## config.mk

```make
export PLATFORM = sky130hd
export DESIGN_NAME = player_ctrl
export DESIGN_NICKNAME = d
export VERILOG_FILES = /design/src/rtl/player_ctrl_pkg.sv /design/src/rtl/btn_sync.sv /design/src/rtl/player_ctrl.sv
export SDC_FILE = /design/constraint.sdc
export NUM_CORES = 1
export LEC_CHECK = 0
export CORE_MARGIN = 5
export CORE_UTILIZATION = 45
export CTS_CLUSTER_SIZE = 28
export DETAILED_ROUTE_END_ITERATION = 7
export PLACE_DENSITY = 0.77
export SETUP_SLACK_MARGIN = 0.5
export SLEW_MARGIN = 10
export SYNTH_ARGS = -nofsm -noshare
export SYNTH_HDL_FRONTEND = slang
export SYNTH_HIERARCHICAL = 1
export SYNTH_SLANG_ARGS = --single-unit
```

## constraint.sdc

```tcl
create_clock -name clk -period 2.3 [get_ports clk]
set_clock_uncertainty 0.15 [all_clocks]
set_input_delay 0.46 -clock clk [delete_from_list [all_inputs] [get_ports clk]]
set_output_delay 0.46 -clock clk [all_outputs]
set_load 0.01 [all_outputs]
```

## src/rtl/player_ctrl_pkg.sv

```systemverilog
// Shared playfield and sprite constants for the player controller.
// Sprite geometry here must match the draw_sprite instance fed by player_ctrl.
package player_ctrl_pkg;

  localparam int RES_H            = 640;
  localparam int SPRITE_WIDTH     = 16;
  localparam int SPRITE_SCALE     = 2;
  localparam int PLAYER_Y_DEFAULT = 440;
  localparam int SPRITE_PIX_W     = SPRITE_WIDTH * SPRITE_SCALE;

  // Launch column is the horizontal centre of the drawn sprite.
  function automatic logic [9:0] shotColumn(input logic [9:0] x);
    return x + 10'(SPRITE_PIX_W / 2);
  endfunction

endpackage

```

## src/rtl/btn_sync.sv

```systemverilog
// Two-flop synchronizer for a raw asynchronous button, plus a one-cycle
// rising-edge strobe taken from the synchronized level.
module btn_sync (
  input  logic clk,
  input  logic rst_n,
  input  logic btn_i,
  output logic level_o,
  output logic rise_o
);

  logic meta_q;
  logic sync_q;
  logic prev_q;

  always_ff @(posedge clk or negedge rst_n) begin
    if (!rst_n) begin
      meta_q <= 1'b0;
      sync_q <= 1'b0;
      prev_q <= 1'b0;
    end else begin
      meta_q <= btn_i;
      sync_q <= meta_q;
      prev_q <= sync_q;
    end
  end

  assign level_o = sync_q;
  assign rise_o  = sync_q & ~prev_q;

endmodule

```

## src/rtl/player_ctrl.sv

```systemverilog
// Player ship controller: per-frame horizontal movement, sprite start pulse and
// a READY/REQ/COOL fire handshake. Define PLAYER_AUTOFIRE_EN for hold-to-autofire.
module player_ctrl
  import player_ctrl_pkg::*;
#(
  parameter int PLAYER_Y = PLAYER_Y_DEFAULT,
  parameter int STEP     = 2,
  parameter int X_MIN    = 8,
  parameter int X_MAX    = RES_H - SPRITE_PIX_W,
  parameter int COOLDOWN = 30
) (
  input  logic       clk,
  input  logic       rst_n,
  input  logic [9:0] pixel_x,
  input  logic [9:0] pixel_y,
  input  logic       frame_tick,
  input  logic       game_en,
  input  logic       btn_left,
  input  logic       btn_right,
  input  logic       btn_fire,
  output logic       spr_start,
  output logic [9:0] spr_x,
  output logic       shot_valid,
  input  logic       shot_ready,
  output logic [9:0] shot_x
);

  localparam logic [1:0] ST_READY = 2'd0;
  localparam logic [1:0] ST_REQ   = 2'd1;
  localparam logic [1:0] ST_COOL  = 2'd2;

  localparam int         CNT_W   = (COOLDOWN < 2) ? 1 : $clog2(COOLDOWN + 1);
  localparam logic [9:0] X_RESET = 10'((X_MIN + X_MAX) / 2);

  logic left_lvl, left_rise;
  logic right_lvl, right_rise;
  logic fire_lvl, fire_rise;
  logic fire_trig;
  logic unused_sync;

  btn_sync u_sync_left  (.clk(clk), .rst_n(rst_n), .btn_i(btn_left),  .level_o(left_lvl),  .rise_o(left_rise));
  btn_sync u_sync_right (.clk(clk), .rst_n(rst_n), .btn_i(btn_right), .level_o(right_lvl), .rise_o(right_rise));
  btn_sync u_sync_fire  (.clk(clk), .rst_n(rst_n), .btn_i(btn_fire),  .level_o(fire_lvl),  .rise_o(fire_rise));

`ifdef PLAYER_AUTOFIRE_EN
  assign fire_trig   = fire_lvl;
  assign unused_sync = left_rise & right_rise & fire_rise;
`else
  assign fire_trig   = fire_rise;
  assign unused_sync = left_rise & right_rise & fire_lvl;
`endif

  assign spr_start = rst_n & game_en & (pixel_x == 10'd0) & (pixel_y == 10'(PLAYER_Y));

  logic [9:0]  spr_x_q, spr_x_d;
  logic [10:0] x_dec, x_inc;

  // One extra bit keeps the step arithmetic free of wrap-around at both edges.
  assign x_dec = {1'b0, spr_x_q} - 11'(STEP);
  assign x_inc = {1'b0, spr_x_q} + 11'(STEP);

  always_comb begin
    spr_x_d = spr_x_q;
    if (frame_tick && game_en) begin
      if (left_lvl && !right_lvl) begin
        spr_x_d = (x_dec[10] || (x_dec < 11'(X_MIN))) ? 10'(X_MIN) : x_dec[9:0];
      end else if (right_lvl && !left_lvl) begin
        spr_x_d = (x_inc > 11'(X_MAX)) ? 10'(X_MAX) : x_inc[9:0];
      end
    end
  end

  logic [1:0]       state_q, state_d;
  logic [CNT_W-1:0] cnt_q, cnt_d;
  logic [9:0]       shot_x_q, shot_x_d;

  // A pending request ignores game_en, and ticks are only counted once in COOL.
  always_comb begin
    state_d  = state_q;
    cnt_d    = cnt_q;
    shot_x_d = shot_x_q;
    case (state_q)
      ST_READY: begin
        if (fire_trig && game_en) begin
          state_d  = ST_REQ;
          shot_x_d = shotColumn(spr_x_q);
        end
      end
      ST_REQ: begin
        if (shot_ready) begin
          state_d = ST_COOL;
          cnt_d   = CNT_W'(COOLDOWN);
        end
      end
      ST_COOL: begin
        if (cnt_q == '0) begin
          state_d = ST_READY;
        end else if (frame_tick) begin
          cnt_d = cnt_q - CNT_W'(1);
        end
      end
      default: state_d = ST_READY;
    endcase
  end

  always_ff @(posedge clk or negedge rst_n) begin
    if (!rst_n) begin
      spr_x_q  <= X_RESET;
      state_q  <= ST_READY;
      cnt_q    <= '0;
      shot_x_q <= '0;
    end else begin
      spr_x_q  <= spr_x_d;
      state_q  <= state_d;
      cnt_q    <= cnt_d;
      shot_x_q <= shot_x_d;
    end
  end

  assign spr_x      = spr_x_q;
  assign shot_valid = (state_q == ST_REQ);
  assign shot_x     = shot_x_q;

endmodule

```

Word level (Yosys, flattened, before mapping). Cells that the tools add are included.

$add $sub $neg: 4. $lt $le $gt $ge: 2. Eq/ne operators: 8. Muxes and demuxes: 12. Bitwise logic cells: 5. Reductions and logical operators: 16.

Operators by type and width (count): $mux 10 (4); $mux 5 (3); $add 10x2->11 const B (1); $gt 11x10->1 const B (1); $lt 11x4->1 const B (1); $sub 10x2->11 const B (1); $add 10x5->10 const B (1); $eq 10x9->1 const B (1); $logic_not 10->1 (1); $pmux 5 s2 (1); $ne 2x2->1 const B (4); $mux 2 (3); $pmux 2 s3 (1); $logic_not 5->1 (1); $sub 5x1->5 const B (1); $and 1x1->1 (4); $logic_and 1x1->1 (4); $reduce_and 2->1 (2); $reduce_and 4->1 (1); $reduce_bool 2->1 (2); $reduce_and 3->1 (1); $eq 2x1->1 const B (1); $eq 2x2->1 const B (1); $logic_not 1->1 (2); other kinds (4) (4).

Bits in registers: 34. Input port bits: 28.

Depth between registers and ports, before layout. Gate-level depths: netlist (run 1).

Depth in word-level cells: 5. Mapped depth: 10. Gate-level depth less buffers: 8.

Cells and area by module. The synthesis (run 1) kept the hierarchy.

By module, submodules not included: player_ctrl (times used 1, cells each 209, area each 1769.2 um2); btn_sync (times used 3, cells each 4, area each 88.8 um2).

Worst setup path before layout (run 1). Ideal clock, no wire load.

Path kind: register -> register. Start: register spr_x_q[4] (netlist: spr_x[4]). End: register spr_x_q[6] (netlist: spr_x[6]). Library setup time: 0.130 ns. Arrival: 2.025 ns. Setup slack: -0.004 ns. Stages on the path, launching flop included: 11. Path buffers: 2. Period minus slack after synthesis: 2.304 ns. Cells stage by stage: dfstp_2 buf_4 inv_1 ha_1 o31ai_4 a21oi_1 o31a_1 o21a_1 buf_6 a21oi_2 o221ai_2.

Word-level cells in the longest chain between the ends: 5.

Ends and longest elaborated chain: start, declared (RTL line player_ctrl.sv:55) `logic [9:0] spr_x_q, spr_x_d;`; start signal, assigned (RTL line player_ctrl.sv:113) `spr_x_q <= spr_x_d;`; $add 10x2->11 / $sub 10x2->11 (equally long branches) (RTL line player_ctrl.sv:60, player_ctrl.sv:59); $gt 11x10->1 / $lt 11x4->1 (equally long branches) (RTL line player_ctrl.sv:68, player_ctrl.sv:66); $mux 10 / $logic_or 1x1->1 (equally long branches) (RTL line player_ctrl.sv:68, player_ctrl.sv:66); $mux 10, on equally long branches (RTL line player_ctrl.sv:67, player_ctrl.sv:66); $mux 10 * (RTL line player_ctrl.sv:65) `if (left_lvl && !right_lvl) begin`.

Every way passes the cells marked *; elsewhere a longest branch is shown, timed or not. The select of a mux whose other input is x is not followed. A chain may end at the register's enable or synchronous reset.

Final worst setup path (run 1).
Start: register spr_x_q[2] (netlist: spr_x[2]). End: register spr_x_q[1] (netlist: spr_x[1]).

Same word-level chain as after synthesis.

==> results of run 1 <==
-- layer usage --
layer	up-vias	global-route usage [%]
met2	96	33.05
li1	946	-
met3	25	3.910
met5	-	0
met4	0	7.651
met1	968	25.90
-- layout make-up --
class	instances	area, sq um	share of cell area [%]
inverter	13	53.80	1.733
clock inverter	2	35.03	1.129
tap	52	65.06	2.096
timing repair buffer	89	792.0	25.51
clock buffer	6	72.57	2.338
multi-input combinational	162	1274	41.03
sequential	32	812.0	26.16
-- worst max-delay path by stage --
| stage | cells after the start | to | from | slack (ps) |
|---|---|---|---|---|
| 2_1_floorplan | 10 | spr_x[6]$_DFFE_PN0P_ | spr_x[4]$_DFFE_PN1P_ | 140 |
| 3_3_place_gp | 4 | spr_start | pixel_x[2] | -500 |
| 3_5_place_dp | 4 | spr_start | pixel_x[2] | -520 |
| 4_1_cts | 7 | spr_x[2]$_DFFE_PN1P_ | spr_x[4]$_DFFE_PN1P_ | 90 |
| 5_1_grt | 7 | spr_x[1]$_DFFE_PN0P_ | spr_x[4]$_DFFE_PN1P_ | -60 |
| 6_report | 7 | spr_x[1]$_DFFE_PN0P_ | spr_x[2]$_DFFE_PN1P_ | 1 |
-- state kept, by name (all words and copies together) (netlist names), 2 cells and up --
register	count
state_q	2
shot_x	9
cnt_q	5
spr_x	9
-- through the flow --
stage	setup TNS, ps	cells	util (%)
floorplan	0	218	-
global placement	-500.8	326	61.48
detailed placement	-516.1	326	61.48
CTS	0	351	69.20
global route	-139.0	356	72.29
finish	0	356	72.29
-- power by group --
group	switching, mW	internal (mW)	total (mW)
Sequential	0.247	0.786	1.03
Clock	0.213	0.321	0.535
Combinational	0.957	0.985	1.94
Total	1.42	2.09	3.51
-- what timing repair did --
item	4_1_cts	5_1_grt
cloned	1	0
resized for setup	63	48
setup buffers	16	5
pin swaps	19	18
setup endpoints to repair	22	25
-- placed cells by master, fill, tap and decap left out, types with 6 or more instances in the layout --
| cell type | count |
|---|---|
| sky130_fd_sc_hd__xnor2_1 | 6 |
| sky130_fd_sc_hd__nor2_1 | 9 |
| sky130_fd_sc_hd__inv_1 | 10 |
| sky130_fd_sc_hd__nand3_1 | 6 |
| sky130_fd_sc_hd__clkdlybuf4s15_1 | 9 |
| sky130_fd_sc_hd__o21ai_0 | 13 |
| sky130_fd_sc_hd__dfrtp_1 | 23 |
| sky130_fd_sc_hd__nand2_1 | 27 |
| sky130_fd_sc_hd__dlygate4sd2_1 | 10 |
| sky130_fd_sc_hd__buf_4 | 37 |
| sky130_fd_sc_hd__dlymetal6s2s_1 | 11 |
| sky130_fd_sc_hd__clkdlybuf4s50_1 | 9 |
==> impl_metrics.yaml, run 1 <==
floorplanning:
  row_count: 24
  io-pin-count: 50
  core_sq_um: 4294
  chipHeight_microns: 75.97
  die_x_microns: 75.97
  die_area_sq_um: 5771
  floorplan.initialDensity_pct: 45.60
cts:
  ctsLongestPathBuffers: 2
  cts-hold-fix-buffers: 0
  worstSkewPairLatency_ps: 280
  cts_num_sinks: 32
  cts_made_buffers: 5
  cts_root_buffer: "sky130_fd_sc_hd__clkbuf_8"
  cts_clock_pin_slew_for_the_worst_setup_and_hold_paths_ps: 70
  cts_htree_levels: 2
  clock_tree_from_tritoncts: "yes"
drt:
  antenna_violating_nets_post_route: 0
  route.met3.wl_microns: 428
  met1_length_microns: 2698
  wirelength_microns: 6305
  routed_wire_length_per_instance_microns: 17.71
  routed-wl-met2_microns: 2973
  vias: 2035
  dr_top_layer: "met4"
  detail_route.vias_per_cell: 5.716
  drt_pre_antenna_iters: 4
  drt_drc_violations_left: 0
  initial_drc_count: 136
critical_path:
  regToRegStartpoint: "spr_x[2]$_DFFE_PN1P_"
  worstRegToRegCells: 7
  critPathSlowestCell: "sky130_fd_sc_hd__dfstp_2"
  critical_path_buf_inv_count: 0
  crit_path_end_kind: "register"
  timing.critical_path.from_type: "register"
  critical_path_required_ps: 2320
  setup.worst_path.class: "register to register"
  r2r_slack_ps: 1
  crit_family: "simple AND/OR/NAND/NOR gates"
  series_of_cell_instances_along_the_critical_path: "ha_4 -> nand2_2 -> or3_1 -> and3_1 -> a32o_2 -> o211ai_2 -> o21ai_1"
  critical-path-max-stage-delay_ps: 600
  critPathArrivalTime_ps: 2320
  worst_r2r_endpoint: "spr_x[1]$_DFFE_PN0P_"
  path_max_fanout: 6
timing:
  final_max_slew_viol_count: 0
  hold-worst-slack_ps: 190.0
  timing_hold_violations_final: 0
  rsz0062_at_grt: "true"
  finalCritPeriodShare_pct: 99.95
  final_critical_path_setup_slack_ps: 1.102
  setup_violations: 0
  period_minus_slack_ps: 2299
  timing.fmax_mhz: 435.0
synth:
  synth.avg_cell_area_sq_um: 9.024
  synthesis.yosys.warnings: 6
  mapped_area_sq_um: 1958
  synthCells: 217
global_routing:
  globalRouteTotalUtil_pct: 20.09
  grt_max_degree: 33
  global_route.overflow_total: 0
  initial_antenna_violation_count: 0
  grt_pass1_wl_microns: 9556
  grt_pass1_vias: 1973
final_layout:
  nFillCells: 303
  area_growth_syn_to_layout_pct: 58.53
  drive_above_1_share_pct: 36.51
  antenna_cells: 0
  nNetsFinal: 339
  fin_area_sq_um: 3104
placement:
  detailed_place_hpwl_microns: 3617
  placed_cell_area_sq_um: 2640
  placement.setup.worst_slack_ps: -516.1
  globalplace.congestion: 0.9124
  placement.io_buffers: 47
min_path:
  min_path_type: "input pin to asynchronous set/reset pin"
outcome:
  status: "finished, final reports clean"
run:
  cap_violations: 0
power:
  power.density_nw_per_um2: 1131
  leakagePower_nw: 1.408
  post-layout-total-power_mw: 3.510
  max-vdd-ir-drop_mv: 0.6475
Note: power is estimated with default switching activity, not from simulation.
==> inputs of run 2 (changes only) <==
--- a/config.mk
+++ b/config.mk
@@ -5,6 +5,7 @@
 export SDC_FILE = /design/constraint.sdc
 export NUM_CORES = 1
 export LEC_CHECK = 0
+export CORE_ASPECT_RATIO = 1.1
 export CORE_MARGIN = 5
 export CORE_UTILIZATION = 45
 export CTS_CLUSTER_SIZE = 28
==> run 2 against run 1 <==
- sequential share of layout area decreased by 0.36 points
- critical path type unchanged
- hold slack improved by 10 ps
- largest power group unchanged
- critical endpoint is now spr_x[7]$_DFFE_PN0P_
- maximum frequency increased by 2.6%
- routed wire length is 9.6% lower
==> impl_metrics.yaml, run 2 (synthesis gave the netlist of run 1 again) <==
global_routing:
  global_route.overflow_total: 0
  globalRouteTotalUtil_pct: 20.00
  initial_antenna_violation_count: 0
  grt_pass1_vias: 2051
  grt_max_degree: 33
  grt_pass1_wl_microns: 9052
floorplanning:
  floorplan.initialDensity_pct: 46.03
  core_sq_um: 4254
  die_area_sq_um: 5772
  io-pin-count: 50
  row_count: 25
  die_x_microns: 72.90
  chipHeight_microns: 79.19
timing:
  final_critical_path_setup_slack_ps: 60.27
  setup_violations: 0
  final_max_slew_viol_count: 0
  finalCritPeriodShare_pct: 97.38
  timing.fmax_mhz: 446.5
  rsz0062_at_grt: "true"
  period_minus_slack_ps: 2240
  timing_hold_violations_final: 0
  hold-worst-slack_ps: 200.1
final_layout:
  fin_area_sq_um: 3133
  area_growth_syn_to_layout_pct: 60.00
  antenna_cells: 0
  final_cells: 366
  nNetsFinal: 348
  drive_above_1_share_pct: 37.82
  mostFrequentLayoutCell: "sky130_fd_sc_hd__buf_4"
  postLayoutCoreUtil_pct: 73.65
  most-common-layout-cells: "42 x sky130_fd_sc_hd__buf_4, 27 x sky130_fd_sc_hd__nand2_1, 26 x sky130_fd_sc_hd__dfrtp_1, 14 x sky130_fd_sc_hd__o21ai_0, 14 x sky130_fd_sc_hd__dlygate4sd2_1"
placement:
  placement.io_buffers: 47
  placed_cell_area_sq_um: 2665
  detailed_place_hpwl_microns: 3704
  numPlacedInstances: 331
  placement.setup.worst_slack_ps: -527.3
  globalplace.congestion: 0.9090
critical_path:
  crit_path_end_kind: "register"
  path_max_fanout: 5
  regToRegStartpoint: "spr_x[4]$_DFFE_PN1P_"
  worstRegToRegCells: 10
  setup.worst_path.class: "register to register"
  critical_path_required_ps: 2310
  worst_r2r_endpoint: "spr_x[7]$_DFFE_PN0P_"
  critPathArrivalTime_ps: 2250
  timing.critical_path.from_type: "register"
  r2r_slack_ps: 60
cts:
  worstSkewPairLatency_ps: 290
  cts-hold-fix-buffers: 0
  cts_num_sinks: 32
  cts_made_buffers: 5
  ctsLongestPathBuffers: 2
  clock_tree_from_tritoncts: "yes"
  cts_root_buffer: "sky130_fd_sc_hd__clkbuf_8"
  cts_htree_levels: 2
  cts_clock_pin_slew_for_the_worst_setup_and_hold_paths_ps: 70
power:
  power.density_nw_per_um2: 1106
  leakagePower_nw: 1.437
  max-vdd-ir-drop_mv: 0.6560
drt:
  vias: 2020
  initial_drc_count: 288
  detail_route.vias_per_cell: 5.519
  routed_wire_length_per_instance_microns: 15.58
  wirelength_microns: 5702
  antenna_violating_nets_post_route: 0
  drt_pre_antenna_iters: 4
  drt_drc_violations_left: 0
min_path:
  timing.hold.worst_path_depth: 0
  hold_path_startpoint: "u_sync_fire/meta_q$_DFF_PN0_"
  min_path_type: "register to register"
  holdPathEnd: "u_sync_fire/level_o$_DFF_PN0_"
run:
  cap_violations: 0
outcome:
  status: "finished, final reports clean"
==> run 2: cell type report <==
| class | count | area [sq um] |
|---|---|---|
| clock buffer | 5 | 68.82 |
| clock inverter | 2 | 12.51 |
| fill | 315 | 1121 |
| inverter | 13 | 56.30 |
| multi-input combinational | 161 | 1256 |
| sequential | 32 | 808.3 |
| tap | 54 | 67.56 |
| timing repair buffer | 99 | 863.3 |
==> run 2: through the flow <==
step	total power [mW]	setup TNS, ps
2_1_floorplan	1.886	0
3_3_place_gp	2.541	-514.5
3_5_place_dp	2.578	-527.3
4_1_cts	3.204	0
5_1_grt	3.708	-46.81
6_report	3.466	0
==> run 2: how the worst max path moves through the flow <==
stage	from	end	slack [ps]	cells after the start
floorplan	spr_x[4]$_DFFE_PN1P_	spr_x[6]$_DFFE_PN0P_	140	10
global placement	pixel_x[5]	spr_start	-510	4
detailed placement	pixel_x[5]	spr_start	-530	4
CTS	spr_x[4]$_DFFE_PN1P_	spr_x[7]$_DFFE_PN0P_	100	10
global route	spr_x[4]$_DFFE_PN1P_	spr_x[7]$_DFFE_PN0P_	-30	10
finish	spr_x[4]$_DFFE_PN1P_	spr_x[7]$_DFFE_PN0P_	60	10
==> run 2: power breakdown <==
part | leakage (nW) | total [mW] | switching, mW | internal [mW]
Combinational | 1.02 | 2.01 | 0.937 | 1.07
Sequential | 0.375 | 1.04 | 0.258 | 0.781
Clock | 0.0400 | 0.417 | 0.213 | 0.205
Total | 1.44 | 3.47 | 1.41 | 2.06
==> run 2: layer usage <==
| metal | track usage, % | vias to the layer above | routed length (microns) |
|---|---|---|---|
| met3 | 5.443 | 21 | 515 |
| met4 | 8.672 | 0 | 163 |
| li1 | - | 955 | - |
| met5 | 0 | - | 0 |
| met1 | 22.53 | 946 | 2111 |
| met2 | 34.84 | 98 | 2912 |
==> run 2: worst max-delay path, stage by stage, from the launching register on <==
cell and delay (ps):
sky130_fd_sc_hd__dfstp_2 610, sky130_fd_sc_hd__buf_6 130, sky130_fd_sc_hd__inv_4 40, sky130_fd_sc_hd__ha_4 150
sky130_fd_sc_hd__o31ai_4 70, sky130_fd_sc_hd__a21oi_2 90, sky130_fd_sc_hd__o31a_1 320, sky130_fd_sc_hd__buf_6 130
sky130_fd_sc_hd__o2111a_1 250, sky130_fd_sc_hd__a21oi_2 100, sky130_fd_sc_hd__o22ai_1 70
==> run 2: repair_timing <==
item	4_1_cts	5_1_grt
setup endpoints to repair	25	28
gates resized for setup	69	51
hold endpoints to repair	0	0
pin swaps	21	21
setup buffers	16	12
